[config.mk]
export PLATFORM = sky130hd
export DESIGN_NAME = reg_file_wb_flat
export DESIGN_NICKNAME = d
export VERILOG_FILES = /design/src/rtl/reg_file_wb_if.sv /design/src/rtl/reg_file_wb.sv /design/src/flat_wrapper.sv
export SDC_FILE = /design/constraint.sdc
export NUM_CORES = 1
export LEC_CHECK = 0
export CAP_MARGIN = 10
export CORE_ASPECT_RATIO = 0.7
export CORE_MARGIN = 4
export CORE_UTILIZATION = 30
export DETAILED_ROUTE_END_ITERATION = 10
export DONT_BUFFER_PORTS = 1
export PLACE_DENSITY = 0.51
export SYNTH_ARGS = -nofsm -noshare
export SYNTH_HDL_FRONTEND = slang
export SYNTH_SLANG_ARGS = --single-unit
[constraint.sdc]
create_clock -name clk -period 4.22 [get_ports clk]
set_input_delay 0.422 -clock clk [delete_from_list [all_inputs] [get_ports clk]]
set_output_delay 0.422 -clock clk [all_outputs]
set_load 0.02 [all_outputs]
[src/rtl/reg_file_wb_if.sv]
`default_nettype none
// ============================================================================
// Module      : reg_file_wb_if
// Description : Write-back writer / decode reader bundle for reg_file_wb.
// Revision    : 1.0 - initial release
// ============================================================================
interface reg_file_wb_if #(
    parameter int WIDTH = 32,
    parameter int NREGS = 32
);
    localparam int ADDR_W = $clog2(NREGS);

    logic              RegWriteW;
    logic [ADDR_W-1:0] RdW;
    logic [WIDTH-1:0]  ResultW;
    logic [ADDR_W-1:0] A1D;
    logic [ADDR_W-1:0] A2D;
    logic [WIDTH-1:0]  RD1D;
    logic [WIDTH-1:0]  RD2D;
    logic              InitBusy;

    modport master (
        output RegWriteW, RdW, ResultW, A1D, A2D,
        input  RD1D, RD2D, InitBusy
    );

    modport slave (
        input  RegWriteW, RdW, ResultW, A1D, A2D,
        output RD1D, RD2D, InitBusy
    );
endinterface
`default_nettype wire

[src/rtl/reg_file_wb.sv]
`default_nettype none
// ============================================================================
// Module      : reg_file_wb
// Description : Integer register file, WB-stage write, two bypassed ID reads,
//               with a sequencer that zeroes x1..x(NREGS-1) after reset.
// Revision    : 1.0 - initial release
// ============================================================================
module reg_file_wb #(
    parameter int WIDTH = 32,
    parameter int NREGS = 32
) (
    input  wire logic      clk,
    input  wire logic      reset,
    reg_file_wb_if.slave   bus
);
    localparam int ADDR_W = $clog2(NREGS);
    localparam logic [ADDR_W-1:0] LAST_IDX = ADDR_W'(NREGS - 1);

    typedef enum logic [0:0] {
        S_INIT = 1'b0,
        S_RUN  = 1'b1
    } state_t;

    state_t            state_q, state_d;
    logic [ADDR_W-1:0] init_ptr_q, init_ptr_d;
    logic [WIDTH-1:0]  regs_q [1:NREGS-1];
    logic              w_busy;

    always_ff @(posedge clk) begin
        if (reset) begin
            state_q    <= S_INIT;
            init_ptr_q <= ADDR_W'(1);
        end else begin
            state_q    <= state_d;
            init_ptr_q <= init_ptr_d;
        end
    end

    // The pointer parks on the last index; the state change ends the sweep.
    always_comb begin
        state_d    = state_q;
        init_ptr_d = init_ptr_q;
        if (state_q == S_INIT) begin
            if (init_ptr_q == LAST_IDX) begin
                state_d = S_RUN;
            end else begin
                init_ptr_d = init_ptr_q + ADDR_W'(1);
            end
        end
    end

    // Storage carries no reset; writes arriving while clearing are dropped.
    always_ff @(posedge clk) begin
        if (!reset) begin
            if (state_q == S_INIT) begin
                regs_q[init_ptr_q] <= '0;
            end else if (bus.RegWriteW && (bus.RdW != '0)) begin
                regs_q[bus.RdW] <= bus.ResultW;
            end
        end
    end

    function automatic logic [WIDTH-1:0] read_port(
        input logic [ADDR_W-1:0] addr,
        input logic              wr_en,
        input logic [ADDR_W-1:0] wr_addr,
        input logic [WIDTH-1:0]  wr_data
    );
        logic [WIDTH-1:0] data;
        if (addr == '0) begin
            data = '0;
        end else if (wr_en && (wr_addr == addr)) begin
            data = wr_data;
        end else begin
            data = regs_q[addr];
        end
        return data;
    endfunction

    assign w_busy       = reset | (state_q != S_RUN);
    assign bus.InitBusy = w_busy;

    assign bus.RD1D = w_busy ? '0 : read_port(bus.A1D, bus.RegWriteW, bus.RdW, bus.ResultW);
    assign bus.RD2D = w_busy ? '0 : read_port(bus.A2D, bus.RegWriteW, bus.RdW, bus.ResultW);

endmodule
`default_nettype wire

[src/flat_wrapper.sv]
// flat-port wrapper written by rule: the top's interface ports become plain ports
module reg_file_wb_flat 
#(
    parameter int WIDTH = 32,
    parameter int NREGS = 32
)
  (clk, reset, bus_RegWriteW, bus_RdW, bus_ResultW, bus_A1D, bus_A2D, bus_RD1D, bus_RD2D, bus_InitBusy);
  reg_file_wb_if #(.WIDTH(WIDTH), .NREGS(NREGS)) bus_i ();
  input  wire logic clk;
  input  wire logic reset;
  input wire logic [$bits(bus_i.RegWriteW)-1:0] bus_RegWriteW;
  input wire logic [$bits(bus_i.RdW)-1:0] bus_RdW;
  input wire logic [$bits(bus_i.ResultW)-1:0] bus_ResultW;
  input wire logic [$bits(bus_i.A1D)-1:0] bus_A1D;
  input wire logic [$bits(bus_i.A2D)-1:0] bus_A2D;
  output wire logic [$bits(bus_i.RD1D)-1:0] bus_RD1D;
  output wire logic [$bits(bus_i.RD2D)-1:0] bus_RD2D;
  output wire logic [$bits(bus_i.InitBusy)-1:0] bus_InitBusy;
  assign bus_i.RegWriteW = bus_RegWriteW;
  assign bus_i.RdW = bus_RdW;
  assign bus_i.ResultW = bus_ResultW;
  assign bus_i.A1D = bus_A1D;
  assign bus_i.A2D = bus_A2D;
  assign bus_RD1D = bus_i.RD1D;
  assign bus_RD2D = bus_i.RD2D;
  assign bus_InitBusy = bus_i.InitBusy;
  reg_file_wb #(.WIDTH(WIDTH), .NREGS(NREGS)) u_core (.clk(clk), .reset(reset), .bus(bus_i));
endmodule
Word-level counts from Yosys, hierarchy flattened
Memories as Yosys holds them, arrays and structs flattened.
Index checks and enable logic that the tools add are counted.
{"block": "totals", "register_bits": 6, "memories": 1, "mem_bits_rw": 992, "out_inout_bits": 65}
{"block": "op_classes", "bitwise_logic": 3, "add_sub_neg": 1, "reduce_logical": 8, "n_eq_ne": 3, "mux": 18}
{"name": "u_core.regs_q", "words": 31, "word_bits": 32, "read_ports": 2, "rd_ports_with_merged_regs": 0, "wr": 1, "line": "reg_file_wb.sv:26", "text": "logic [WIDTH-1:0] regs_q [1:NREGS-1];"}
{"operator": "32-bit 2-to-1 mux", "n": 7}
{"operator": "32-bit OR reduction", "n": 1}
{"operator": "5-bit == test", "n": 2}
{"operator": "5-bit zero test", "n": 2}
{"operator": "1-bit 2-to-1 mux", "n": 10}
{"operator": "5-bit by 1-bit adder with 5-bit output (second input constant)", "n": 1}
{"operator": "5-bit == test (second input constant)", "n": 1}
{"operator": "5-bit 2-to-1 mux", "n": 1}
{"operator": "5-bit nonzero test", "n": 1}
{"operator": "1-bit logical AND", "n": 3}
{"operator": "1-bit inverter", "n": 2}
{"operator": "2-bit AND reduction", "n": 1}
{"operator": "1-bit OR", "n": 1}

Longest topological paths before layout
{"block": "depth", "depth_word": 8, "depth_mapped": 9}

Least setup slack after synthesis
OpenSTA, ideal clock, no wires.
{"block": "synth_timing", "kind": "input -> register", "startpoint": "input port bus_RdW[1]", "endpoint": "memory u_core.regs_q[10][0], enable pin", "setup_time_ps": 421, "required_ps": 3799, "cell_stages": 7, "arrival_time_ps": 3079, "setup_slack_ps": 719, "cell_sequence": "buf_2 -> or4_4 -> o21a_4 -> buf_6 -> nor3_2 -> a31oi_4 -> nor2_1"}
{"block": "synth_via", "elab_chain_cells": 8, "word_cells_on_any_way": 9}
{"item": "start, declared", "line": "flat_wrapper.sv:12", "text": "input wire logic [$bits(bus_i.RdW)-1:0] bus_RdW;"}
{"item": "5-bit nonzero test", "line": "reg_file_wb.sv:57", "text": "end else if (bus.RegWriteW && (bus.RdW != '0)) begin"}
{"item": "1-bit logical AND", "line": "reg_file_wb.sv:57"}
{"item": "1-bit 2-to-1 mux", "line": "reg_file_wb.sv:57"}
{"item": "1-bit 2-to-1 mux", "line": "reg_file_wb.sv:55", "text": "if (state_q == S_INIT) begin"}
{"item": "1-bit 2-to-1 mux", "line": "reg_file_wb.sv:54", "text": "if (!reset) begin"}
{"item": "1-bit 2-to-1 mux (not written as such)", "line": "reg_file_wb.sv:58", "text": "regs_q[bus.RdW] <= bus.ResultW;"}
{"item": "32-bit OR reduction (no source line)"}
{"item": "5-bit 2-to-1 mux (no source line) / 1-bit 2-to-1 mux (equally long branches)"}
{"item": "end, declared", "line": "reg_file_wb.sv:26"}
Several ways; a longest one is shown, not always the timed one.

Worst setup path in the final report
{"block": "layout_timing", "startpoint": "input port bus_A2D[1]", "endpoint": "output port bus_RD2D[30]"}
{"block": "layout_via", "elab_chain_cells": 5, "word_cells_on_any_way": 7}
{"item": "start, declared", "line": "flat_wrapper.sv:15", "text": "input wire logic [$bits(bus_i.A2D)-1:0] bus_A2D;"}
{"item": "branches (longest 3 deep; another with memory 31 x 32 bit)"}
{"item": "32-bit 2-to-1 mux (*)", "line": "reg_file_wb.sv:70", "text": "if (addr == '0) begin"}
{"item": "32-bit 2-to-1 mux (*)", "line": "reg_file_wb.sv:84", "text": "assign bus.RD2D = w_busy ? '0 : read_port(bus.A2D, bus.RegWriteW, bus.RdW, bus.ResultW);"}
{"item": "end, declared", "line": "flat_wrapper.sv:17", "text": "output wire logic [$bits(bus_i.RD2D)-1:0] bus_RD2D;"}
Mark *: on every way between the ends.

==> flow_metrics.env <==
export IMPL_status="complete, but fails checks"
export IMPL_violations="capacitance limit, slew limit, setup timing"
export IMPL_endpoint_kind="output pin"
export IMPL_seqCellArea_um2=29900
export IMPL_clkSlewWorstSetupHoldPaths_ps=70
export IMPL_pin_count=115
export IMPL_n_fill_cell=15000
export IMPL_utilization_pct=34.0
export IMPL_syn_avg_cell_area_um2=16.8
export IMPL_dieArea_um2=167000
export IMPL_use_met2_pct=29.1
export IMPL_core_um2=159000
export IMPL_synth_edf_count=992
export IMPL_rows=122
export IMPL_clock_sinks=998
export IMPL_hpwl_mm=98.7
export IMPL_syn_area_um2=48100
export IMPL_leakage_nw=15.6
export IMPL_async_flop_share_pct=0
export IMPL_drv_slew=210
export IMPL_powerDensity_nw_per_um2=387
export IMPL_diodes=0
export IMPL_first_global_vias=28600
export IMPL_ant_nets=0
export IMPL_nets=2905
export IMPL_fin_ws_ps=-19.5
export IMPL_ctsLongestPathBuffers=3
export IMPL_dp_slack_ps=831
export IMPL_drtIter0Drc=3984
export IMPL_dpl_cell_count=4860
export IMPL_place_congestion=0.810
export IMPL_grt_overflow=0
export IMPL_synth_nets=2916
export IMPL_drt_first_pass_iters=6
export IMPL_tightest_slew_ps=2210
export IMPL_synthCells=2864
export IMPL_drive_gt1_share_pct=24.2
export IMPL_cp_start_kind="primary input"
export IMPL_ys_warn_count=0
export IMPL_areaGrowthSynthToFinish_pct=12.3
export IMPL_grt_use_total_pct=19.9
export IMPL_whs_ps=129
export IMPL_fin_crit_ps=4240
export IMPL_initial_core_util_pct=30.3
export IMPL_worstPathRequired_ps=3800
export IMPL_clock_latency_ps=710
export IMPL_worstPathArrival_ps=3820
export IMPL_portBuffers=0
export IMPL_rsz0062_at_grt="false"
export IMPL_fmax_ghz=0.236
export IMPL_fin_crit_sh_pct=100
export IMPL_htree_levels=3
export IMPL_met1_usage_pct=29.5
export IMPL_yosysUniqueCellTypes=61
export IMPL_fin_cells=5035
export IMPL_hold_class="primary input to register"
export IMPL_max_slew_margin_pct=-47.4
export IMPL_multiInputGateArea_um2=17000
export IMPL_grt_max_degree=334
export IMPL_avgViaCountPerCell=5.91
export IMPL_die_w_um=487
export IMPL_wirelength_mm=171
export IMPL_final_setup_tns_ps=-19.5
export IMPL_cts_root_buf="clkbuf_16"
export IMPL_vias=29700
export IMPL_finalClockSkew_ps=23.3
export IMPL_ir_drop_mv=0.305
export IMPL_grt_use_met3_pct=5.50
export IMPL_setup_viol=1
export IMPL_path_class="primary input to output pin"
export IMPL_synth_yosys_seq_area_share_pct=62.2
export IMPL_grt_pass1_wl_mm=235
export IMPL_drcViolationCount=0
export IMPL_die_y_um=343
export IMPL_cp_max_fo=283
export IMPL_numCtsBuffers=97
export IMPL_synth_seq_cells=998
export IMPL_wl_per_cell_um=33.9
export IMPL_grt_antenna_before_repair=9
export IMPL_synthFlopType="edfxtp_1"
export IMPL_cts_tree="done"
export IMPL_grt_busiest_layer="met1"
export IMPL_hold_violations=0
export IMPL_max_cap_violations=1
==> state kept, by name, indices dropped and copies added, names as in the netlist <==
name               count
u_core.regs_q        992
u_core.init_ptr_q      5
u_core.state_q         1
==> worst max-delay path, cell delays in order <==
cell,delay [ps]
nor3b_4,850
a221oi_1,550
o221ai_1,290
a31oi_1,700
==> cells by family after synthesis <==
group	after synthesis	share of synthesized area (%)
adder cells (fa/ha/maj)	2	0.0520
buffers and inverters	245	3.14
AO/OA/AOI/OAI	624	10.1
flip-flops	998	62.2
XOR/XNOR	13	0.237
multiplexers	743	21.8
AND/OR/NAND/NOR	239	2.48
==> metal layers <==
| layer | vias up | wire length, um | part of all wire [%] |
|---|---|---|---|
| li1 | 12100 | - | - |
| met3 | 207 | 18000 | 11 |
| met2 | 1563 | 73100 | 43 |
| met4 | 6 | 3170 | 1.9 |
| met5 | - | 34 | 0.020 |
| met1 | 15800 | 76600 | 45 |
==> per-stage QoR <==
step	total power, mW	instance area, um2
final	20.9	54000
after global routing	21.5	54000
after CTS	21.0	54000
after detailed placement	12.2	50900
after global placement	12.2	50900
after floorplan	12.1	48100
==> placed cells by master, fill, tap and decap left out, types with 64 or more instances in the layout <==
master / count
o22ai_1: 64
a211oi_1: 128
mux2i_1: 385
mux2_2: 128
nor2_1: 73
a22oi_1: 84
clkbuf_16: 102
buf_4: 106
mux4_2: 230
edfxtp_1: 992
==> synth_stat cells (all sizes together) (7+ instances only) <==
| master | number | area share [%] |
|---|---|---|
| a22o | 21 | 0.40 |
| nor3 | 7 | 0.12 |
| a31oi | 37 | 0.59 |
| a211oi | 128 | 2.0 |
| o21ai | 54 | 0.56 |
| a211o | 32 | 0.58 |
| mux2 | 128 | 3.0 |
| and2 | 33 | 0.43 |
| o211ai | 32 | 0.50 |
| a221oi | 58 | 1.1 |
| nand3 | 21 | 0.23 |
| nor2 | 112 | 0.89 |
| o2111ai | 19 | 0.35 |
| mux4 | 230 | 11 |
| nor2b | 7 | 0.091 |
| mux2i | 385 | 8.0 |
| clkbuf | 69 | 0.54 |
| edfxtp | 992 | 62 |
| o221ai | 26 | 0.47 |
| nand2 | 33 | 0.30 |
| buf | 172 | 2.6 |
| o221a | 32 | 0.75 |
| o22ai | 64 | 0.83 |
| xor2 | 10 | 0.18 |
| a221o | 32 | 0.67 |
| a22oi | 84 | 1.3 |
| nand2b | 10 | 0.13 |
==> timing repair <==
action	CTS	global route
resized for setup	0	0
hold buffers	1	0
setup endpoints to repair	0	1
setup buffers	0	0
endpoints found under the hold margin	6	0
==> power by group <==
part,leakage [nW],switching [mW],internal (mW),total [mW]
Combinational,6.38,0.611,0.509,1.12
Clock,1.54,3.86,5.06,8.93
Sequential,7.71,0.0461,10.8,10.9
==> cell type report <==
cell class / instances / area share (%)
clock buffer: 118 / 4.85
clock inverter: 55 / 0.987
inverter: 4 / 0.0278
multi-input combinational: 1622 / 31.6
sequential: 998 / 55.4
tap: 2108 / 4.88
timing repair buffer: 130 / 2.34
==> worst paths after layout <==
path / start / to / slack (ps) / cells after the start
setup / recovery: bus_A2D[1] / bus_RD2D[30] / -20 / 4
hold / removal: bus_ResultW[24] / u_core.regs_q[16][24]$_DFFE_PP_ / 130 / 1
setup reg to reg: u_core.state_q$_SDFF_PP0_ / u_core.regs_q[18][20]$_DFFE_PP_ / 950 / 6
hold reg to reg: u_core.init_ptr_q[1]$_SDFFE_PP0P_ / u_core.init_ptr_q[1]$_SDFFE_PP0P_ / 600 / 2
Power figures use the tool's default switching activity.
